$ cat config.mk
export PLATFORM = sky130hd
export DESIGN_NAME = seg7_scan_ctrl
export DESIGN_NICKNAME = d
export VERILOG_FILES = /design/src/rtl/seg7_pkg.sv /design/src/rtl/seg7_hex_decode.sv /design/src/rtl/seg7_scan_ctrl.sv
export SDC_FILE = /design/constraint.sdc
export NUM_CORES = 1
export LEC_CHECK = 0
export CAP_MARGIN = 10
export CORE_UTILIZATION = 55
export CTS_CLUSTER_SIZE = 20
export DETAILED_ROUTE_END_ITERATION = 8
export PLACE_DENSITY = 0.89
export SYNTH_ARGS = -nofsm -noshare
export SYNTH_HDL_FRONTEND = slang
export SYNTH_SLANG_ARGS = --single-unit
$ cat constraint.sdc
create_clock -name ACLK -period 2.1 [get_ports ACLK]
set_input_delay 0.21 -clock ACLK [delete_from_list [all_inputs] [get_ports ACLK]]
set_output_delay 0.21 -clock ACLK [all_outputs]
set_load 0.05 [all_outputs]
$ cat src/rtl/seg7_pkg.sv
// Shared constants, types and small helpers for the 4-digit 7-segment scan controller.
package seg7_pkg;

    localparam logic [6:0] SEG_BLANK = 7'h7F;
    localparam logic [3:0] ANODE_OFF = 4'hF;

    // Active-low gfedcba patterns, indexed by nibble value 0..F.
    localparam logic [6:0] SEG_HEX_TABLE [16] = '{
        7'h40, 7'h79, 7'h24, 7'h30, 7'h19, 7'h12, 7'h02, 7'h78,
        7'h00, 7'h10, 7'h08, 7'h03, 7'h46, 7'h21, 7'h06, 7'h0E
    };

    typedef logic [1:0] digit_idx_t;
    typedef logic [3:0] brightness_t;

    typedef struct packed {
        logic [15:0] value;
        logic [3:0]  digit_en;
        brightness_t brightness;
    } disp_set_t;

    function automatic logic [3:0] anode_select(input digit_idx_t idx);
        return ~(4'b0001 << idx);
    endfunction

    // Digits above the most-significant non-zero nibble are dropped; digit 0 always stays.
    function automatic logic [3:0] lz_keep_mask(input logic [15:0] value);
        logic [3:0] keep;
        keep[0] = 1'b1;
        keep[1] = (value[15:4] != 12'h000);
        keep[2] = (value[15:8] != 8'h00);
        keep[3] = (value[15:12] != 4'h0);
        return keep;
    endfunction

endpackage

$ cat src/rtl/seg7_hex_decode.sv
// Combinational nibble to active-low 7-segment pattern lookup.
module seg7_hex_decode
    import seg7_pkg::*;
(
    input  logic [3:0] nibble,
    output logic [6:0] pattern
);

    // Table lookup; every nibble value has an entry so no fallback is needed.
    always_comb begin
        pattern = SEG_HEX_TABLE[nibble];
    end

endmodule

$ cat src/rtl/seg7_scan_ctrl.sv
// Time-multiplexed scan of a 4-digit common-anode display with PWM dimming and frame-synchronous update.
// Optional build macro SEG7_LZ_BLANK_EN enables leading-zero suppression on the displayed value.
module seg7_scan_ctrl
    import seg7_pkg::*;
#(
    parameter int CLK_DIV    = 1024,
    parameter int NUM_DIGITS = 4
) (
    input  logic        ACLK,
    input  logic        ARESETN,
    input  logic [15:0] value_in,
    input  logic [3:0]  digit_en_in,
    input  logic [3:0]  brightness_in,
    input  logic        update,
    output logic [6:0]  SEG_CATHODE,
    output logic [3:0]  SEG_ANODE,
    output logic        frame_done
);

    localparam int TICK_W  = $clog2(CLK_DIV);
    localparam int SUB_DIV = CLK_DIV / 16;
    localparam int SUB_W   = $clog2(SUB_DIV);

    localparam logic [TICK_W-1:0] TICK_LAST  = TICK_W'(CLK_DIV - 1);
    localparam logic [TICK_W-1:0] TICK_ZERO  = TICK_W'(0);
    localparam logic [SUB_W-1:0]  SUB_LAST   = SUB_W'(SUB_DIV - 1);
    localparam digit_idx_t        LAST_DIGIT = digit_idx_t'(NUM_DIGITS - 1);

    logic [TICK_W-1:0] tick_cnt_r;
    logic [SUB_W-1:0]  sub_cnt_r;
    brightness_t       phase_r;
    digit_idx_t        digit_idx_r;

    disp_set_t pend_r;
    disp_set_t act_r;
    disp_set_t in_set_s;

    logic [6:0] cathode_r;
    logic [3:0] anode_r;
    logic       frame_done_r;

    logic       tick_wrap_s;
    logic       sub_wrap_s;
    logic       boundary_s;
    logic [3:0] nibble_s;
    logic [6:0] pattern_s;
    logic [3:0] lz_keep_s;
    logic       digit_on_s;
    logic       pwm_on_s;
    logic       guard_s;
    logic       lit_s;
    logic [6:0] cathode_nxt_s;
    logic [3:0] anode_nxt_s;

    assign in_set_s = '{value: value_in, digit_en: digit_en_in, brightness: brightness_in};

    assign tick_wrap_s = (tick_cnt_r == TICK_LAST);
    assign sub_wrap_s  = (sub_cnt_r == SUB_LAST);
    assign boundary_s  = tick_wrap_s && (digit_idx_r == LAST_DIGIT);

    // Slot timing: tick counter, PWM phase (tick / (CLK_DIV/16)) and digit index.
    always_ff @(posedge ACLK or negedge ARESETN) begin
        if (!ARESETN) begin
            tick_cnt_r  <= TICK_ZERO;
            sub_cnt_r   <= '0;
            phase_r     <= 4'd0;
            digit_idx_r <= 2'd0;
        end else if (tick_wrap_s) begin
            tick_cnt_r  <= TICK_ZERO;
            sub_cnt_r   <= '0;
            phase_r     <= 4'd0;
            digit_idx_r <= (digit_idx_r == LAST_DIGIT) ? 2'd0 : digit_idx_r + 2'd1;
        end else begin
            tick_cnt_r <= tick_cnt_r + TICK_W'(1);
            if (sub_wrap_s) begin
                sub_cnt_r <= '0;
                phase_r   <= phase_r + 4'd1;
            end else begin
                sub_cnt_r <= sub_cnt_r + SUB_W'(1);
            end
        end
    end

    // Pending set follows every update; active set only moves at the frame boundary,
    // taking a same-cycle update directly so it is not delayed by a whole frame.
    always_ff @(posedge ACLK or negedge ARESETN) begin
        if (!ARESETN) begin
            pend_r <= '0;
            act_r  <= '0;
        end else begin
            if (update) begin
                pend_r <= in_set_s;
            end
            if (boundary_s) begin
                act_r <= update ? in_set_s : pend_r;
            end
        end
    end

`ifdef SEG7_LZ_BLANK_EN
    assign lz_keep_s = lz_keep_mask(act_r.value);
`else
    assign lz_keep_s = 4'hF;
`endif

    assign nibble_s   = act_r.value[{digit_idx_r, 2'b00} +: 4];
    assign digit_on_s = act_r.digit_en[digit_idx_r] & lz_keep_s[digit_idx_r];
    assign pwm_on_s   = (phase_r <= act_r.brightness);
    assign guard_s    = (tick_cnt_r == TICK_ZERO);
    assign lit_s      = digit_on_s && pwm_on_s && !guard_s;

    seg7_hex_decode u_hex_decode (
        .nibble  (nibble_s),
        .pattern (pattern_s)
    );

    // Next pin state from the current slot; dark unless the digit is on and inside its PWM window.
    always_comb begin
        anode_nxt_s   = ANODE_OFF;
        cathode_nxt_s = SEG_BLANK;
        if (lit_s) begin
            anode_nxt_s   = anode_select(digit_idx_r);
            cathode_nxt_s = pattern_s;
        end else begin
            anode_nxt_s   = ANODE_OFF;
            cathode_nxt_s = SEG_BLANK;
        end
    end

    // Registered pins and frame pulse, one cycle behind the counter state.
    always_ff @(posedge ACLK or negedge ARESETN) begin
        if (!ARESETN) begin
            anode_r      <= ANODE_OFF;
            cathode_r    <= SEG_BLANK;
            frame_done_r <= 1'b0;
        end else begin
            anode_r      <= anode_nxt_s;
            cathode_r    <= cathode_nxt_s;
            frame_done_r <= boundary_s;
        end
    end

    assign SEG_ANODE   = anode_r;
    assign SEG_CATHODE = cathode_r;
    assign frame_done  = frame_done_r;

endmodule
# Word level (Yosys, flattened, before mapping)
# Memory sizes are Yosys's and may differ from the RTL's.
# Cells that the tools add are included.
totals:
  inputBits: 27
  wordCells: 50
  ff_bits: 82
  rom_bits: 112
  output_inout_bits: 12
  memories: 1
memory_table:
  columns: ["memory", "depth", "word_bits", "rd", "rd_ports_with_merged_regs", "write_ports", "line", "text"]
  rows:
  - ["(no name shown)", 16, 7, 1, 0, 0, "seg7_hex_decode.sv:11", "pattern = SEG_HEX_TABLE[nibble];"]
classes:
  shifts: 2
  reduce_logical: 6
  bitwise: 3
  addsub: 4
  n_mux: 15
  magnitude_cmp: 3
  eq_ne: 3
op_table:
  columns: ["cell", "n"]
  rows:
  - ["$mux 24", 1]
  - ["$mux 7", 3]
  - ["$shiftx 16x5->4", 1]
  - ["$mux 4", 3]
  - ["$mux 6", 2]
  - ["$add 10x1->10 const B", 1]
  - ["$eq 10x10->1 const B", 1]
  - ["$logic_not 10->1", 1]
  - ["$mux 10", 1]
  - ["$add 6x1->6 const B", 1]
  - ["$eq 6x6->1 const B", 1]
  - ["$ge 5x5->1 const B", 1]
  - ["$not 4->5", 1]
  - ["$add 4x1->4 const B", 1]
  - ["$bmux 1 s2", 2]
  - ["$le 4x4->1", 1]
  - ["$not 4->4", 1]
  - ["$shl 1x2->4 const A", 1]
  - ["$logic_and 1x1->1", 3]
  - ["$lt 2x3->1 const B", 1]
  - ["$add 2x1->2 const B", 1]
  - ["$eq 2x2->1 const B", 1]
  - ["$mux 1", 2]
  - ["$mux 2", 1]
  - ["3 further kinds", 3]

# Logic depth before layout (Yosys ltp)
logic_depth:
  depth_word: 6
  ltp_mapped: 8
  ltp_nobuf: 7

# Hierarchy
# From an unflattened synthesis, not the netlist that was laid out.
unflattened:
  hier_cells: 288
  area_unflattened_um2: 3824.9
by_module_without_submodules:
  columns: ["mod", "cells_per_inst", "instances", "seq_area_each_um2", "area_each_um2"]
  rows:
  - ["seg7_scan_ctrl", 256, 1, 2065.7, 3549.7]
  - ["seg7_hex_decode", 32, 1, 0.0, 275.3]

# Worst setup path before layout
# Ideal clock, no wire load.
synth_timing:
  kind: "reg-to-reg"
  startpoint: "register digit_idx_r[0]"
  endpoint: "register cathode_r[1] (netlist: SEG_CATHODE[1])"
  required_ps: 2010
  period_less_slack_ps: 1856
  path_slack_ps: 244
  setup_time_ps: 90
  path_stages_with_launch: 7
  path_buffers: 1
  t_arrival_ps: 1766
  cell_sequence: "dfrtp_1 > buf_6 > mux4_1 > inv_1 > ha_1 > o211ai_1 > o211ai_1"
synth_via:
  elab_chain_cells: 6
  elab_cells_between_ends: 13
  classes_between: "shift: 1; mux: 7; bitwise: 2; reduce/logical: 2; memory: 1"
synth_lines:
  columns: ["item", "line", "text"]
  rows:
  - ["start, declared", "seg7_scan_ctrl.sv:32", "digit_idx_t digit_idx_r;"]
  - ["start signal, assigned", "seg7_scan_ctrl.sv:72", "digit_idx_r <= (digit_idx_r == LAST_DIGIT) ? 2'd0 : digit_idx_r + 2'd1;"]
  - ["$shiftx 16x5->4 / $bmux 1 s2 (equally long branches)", "seg7_scan_ctrl.sv:106, seg7_scan_ctrl.sv:107", null]
  - ["$not 4->5 (implied by the code) / $mux 1 (equally long branches)", "seg7_hex_decode.sv:11, seg7_scan_ctrl.sv:107", null]
  - ["$mem_v2 16x7 / $and 1x1->1 (equally long branches)", null, null]
  - ["$mux 7 (implied by the code) / $logic_and 1x1->1 (equally long branches) (2 in a row)", "seg7_hex_decode.sv:11, seg7_scan_ctrl.sv:110", null]
  - ["$mux 7 (*)", "seg7_scan_ctrl.sv:121", "if (lit_s) begin"]
  - ["via cathode_nxt_s[1]", "seg7_scan_ctrl.sv:52", "logic [6:0] cathode_nxt_s;"]
  - ["end signal, assigned", "seg7_scan_ctrl.sv:138", "cathode_r <= cathode_nxt_s;"]
  - ["end, declared", "seg7_scan_ctrl.sv:38", "logic [6:0] cathode_r;"]
# The timed path passes the listed nets; every way through them passes the cells marked *. The select of a mux whose other input is x is not followed.
# A chain may end at the register's enable or synchronous reset.

# Worst setup path in the final report
# Ends and elaborated chain as after synthesis.

==> flow_summary.yaml <==
setup_path:
  r2r-end: "SEG_CATHODE[1]$_DFF_PN1_"
  r2r_cells: 5
  cp_slowest_cell: "mux4_1"
  required_ps: 2360
  crit_path_end_kind: "flop"
  critPathArrivalTime_ps: 2250
  crit_fanout: 5
  crit_family: "multiplexers"
  reg2reg_from: "digit_idx_r[0]$_DFFE_PN0P_"
  crit_chain: "mux4_1 > inv_1 > ha_1 > o211ai_1 > o211ai_1"
  r2r_slack_ps: 110
  startpoint_type: "flop"
  max_stage_delay_ps: 660
  worstSetupPathType: "flop to flop"
  path_buf_inv: 1
  worst_path_most_repeated_cell: "o211ai_1"
cells_and_area:
  drive_above_1_share: 0.257
  final_util: 0.687
  final_cell_count_no_fill: 412
  finalInstanceArea_sq_um: 4460
  nets: 375
  fillers: 428
  syn2layout_area_growth_pct: 17.7
  antenna-diode-count: 0
synthesis:
  synth.distinct_cells: 37
  syn_inst: 287
  synth_top_area_frac: 0.468
  synth_seq_area_share: 0.545
  synth_area_leader_cell: "dfrtp_1"
  synth_area_per_cell_sq_um: 13.2
  synth-edff-count: 0
  syn_area_sq_um: 3790
  synth_async_sr_flop_share: 1.00
  synth_nets: 332
  netlist_top_cells_count: "dfrtp_1 (71), mux2_2 (26), mux2_4 (19)"
  synth_flop_cell: "dfrtp_1"
  ys_ff_latch: 82
  synth.yosys.warnings: 0
  synth_most_common_cell: "dfrtp_1"
  synth_area_leaders: "dfrtp_1 (47%), mux2_2 (7.7%), dfstp_2 (7.6%)"
timing:
  post-route-min-period_ps: 1990
  maxSlewHeadroom: 0.664
  setup_tns_ps: 0
  max_freq_mhz: 502
  worst_pin_slew_ps: 503
  finalSetupViolCount: 0
  finalHoldViolCount: 0
  skew_ps: 11.9
  rsz0062_at_grt: "no"
  holdWs_ps: 348
  slew_violations: 0
  min_period_over_period: 0.949
  setup_ws_ps: 108
cts:
  cts_root_buf: "clkbuf_8"
  cts_buffers: 9
  cts-htree-levels: 3
  clock-sinks: 82
  clk_latency_ps: 360
  post_cts_buffers: 0
  cts_tree: "built"
  cts_buffer_depth: 2
  path_clk_slew_ps: 80
floorplan:
  core_area_sq_um: 6490
  die_area_sq_um: 7230
  die_height_um: 85.1
  die_x_um: 85.1
  ios: 39
  initial_core_util: 0.584
  rows: 29
grt:
  grt_pass1_vias: 2430
  track_usage: 0.211
  grt_pass1_wl_mm: 11.6
  antenna_found_initial: 0
  grt_max_degree: 47
  grt-ovfl-total: 0
place:
  post-dp-hpwl_mm: 4.62
  place.gp.congestion: 0.905
  place_ws_ps: 68.2
  placed_cells: 395
  portBuffers: 38
  place_area_sq_um: 4260
detailed_routing:
  drt-initial-drc-count: 107
  dr.pass1.iters: 4
  routed_wl_mm: 6.62
  via_per_inst: 5.50
  antenna_left: 0
  drc: 0
  vias: 2267
  wl_per_cell_um: 16.1
run_status:
  status: "complete, no violations"
power:
  p_leak_nw: 2.04
  ir_drop_v: 0.000486
  p_per_area_nw_per_um2: 697
  p_total_mw: 3.11
job:
  cap_violations: 0
min_path:
  min_path_type: "primary input to asynchronous set/reset pin"
## kinds of logic (layout without fill, tap and decap cells)
logic type / Yosys count / count (layout) / synth area share
xor+xnor: 17 / 17 / 0.0392
fa+ha+maj: 18 / 18 / 0.0594
simple gates: 67 / 67 / 0.0887
compound gates: 27 / 27 / 0.0422
mux: 52 / 52 / 0.193
buf+inv: 24 / 72 / 0.0333
flops: 82 / 82 / 0.545
## flip-flops by register name, indices dropped and copies added (netlist names)
name and count:
digit_idx_r 2, tick_cnt_r 10, act_r 24, sub_cnt_r 6
phase_r 4, SEG_ANODE 4, pend_r 24, SEG_CATHODE 7
frame_done 1
## layer usage
layer,GRT usage,part of all wire
met4,0.0971,0.028
met1,0.279,0.47
met3,0.0535,0.030
met2,0.330,0.47
met5,0,0
## layout make-up
type,count,area (sq um),share of cell area
Clock buffer,11,131,0.0294
Timing Repair Buffer,44,463,0.104
Clock inverter,5,56.3,0.0126
Tap cell,77,96.3,0.0216
Multi-Input combinational cell,181,1610,0.360
Sequential cell,82,2070,0.463
Inverter,12,45.0,0.0101
## worst max-delay path by stage
stage,from,endpoint,slack (ps),depth (start not counted)
floorplan,digit_idx_r[0]$_DFFE_PN0P_,SEG_CATHODE[1]$_DFF_PN1_,240,6
global placement,digit_idx_r[0]$_DFFE_PN0P_,SEG_CATHODE[1]$_DFF_PN1_,180,5
detailed placement,digit_idx_r[0]$_DFFE_PN0P_,SEG_CATHODE[1]$_DFF_PN1_,70,5
CTS,digit_idx_r[0]$_DFFE_PN0P_,SEG_CATHODE[1]$_DFF_PN1_,40,5
global route,digit_idx_r[0]$_DFFE_PN0P_,SEG_CATHODE[3]$_DFF_PN1_,8,7
finish,digit_idx_r[0]$_DFFE_PN0P_,SEG_CATHODE[1]$_DFF_PN1_,110,5
## cell usage in the layout, fill, tap and decap left out, types with 2 or more instances in the layout
master	count
ha_1	18
clkbuf_1	2
nor3b_1	2
a21oi_1	4
and3_1	4
o31ai_1	2
clkinv_2	2
o21ai_0	11
nor2b_1	2
xor2_1	10
clkdlybuf4s50_1	37
xnor2_1	7
nand3_1	10
o21a_1	2
mux2_4	19
buf_4	3
nand2_1	18
dfrtp_1	70
inv_1	12
dfstp_2	11
nor2_1	18
mux4_1	2
buf_12	3
clkbuf_8	9
mux4_2	4
o211ai_1	4
nand4_1	5
mux2_2	26
## power by group
group          internal, mW  switching [mW]  total (mW)
sequential             1.66          0.0301        1.69
clock                 0.550           0.562        1.11
combinational         0.160           0.147       0.307
total                  2.37           0.739        3.11
## repair_timing
| item | in CTS | in global routing |
|---|---|---|
| hold buffers | 1 | 0 |
| gates resized for setup | 0 | 2 |
| endpoints found under the hold margin | 26 | 0 |
| endpoints found under the setup margin | 0 | 5 |
(Power assumes the default switching activity.)
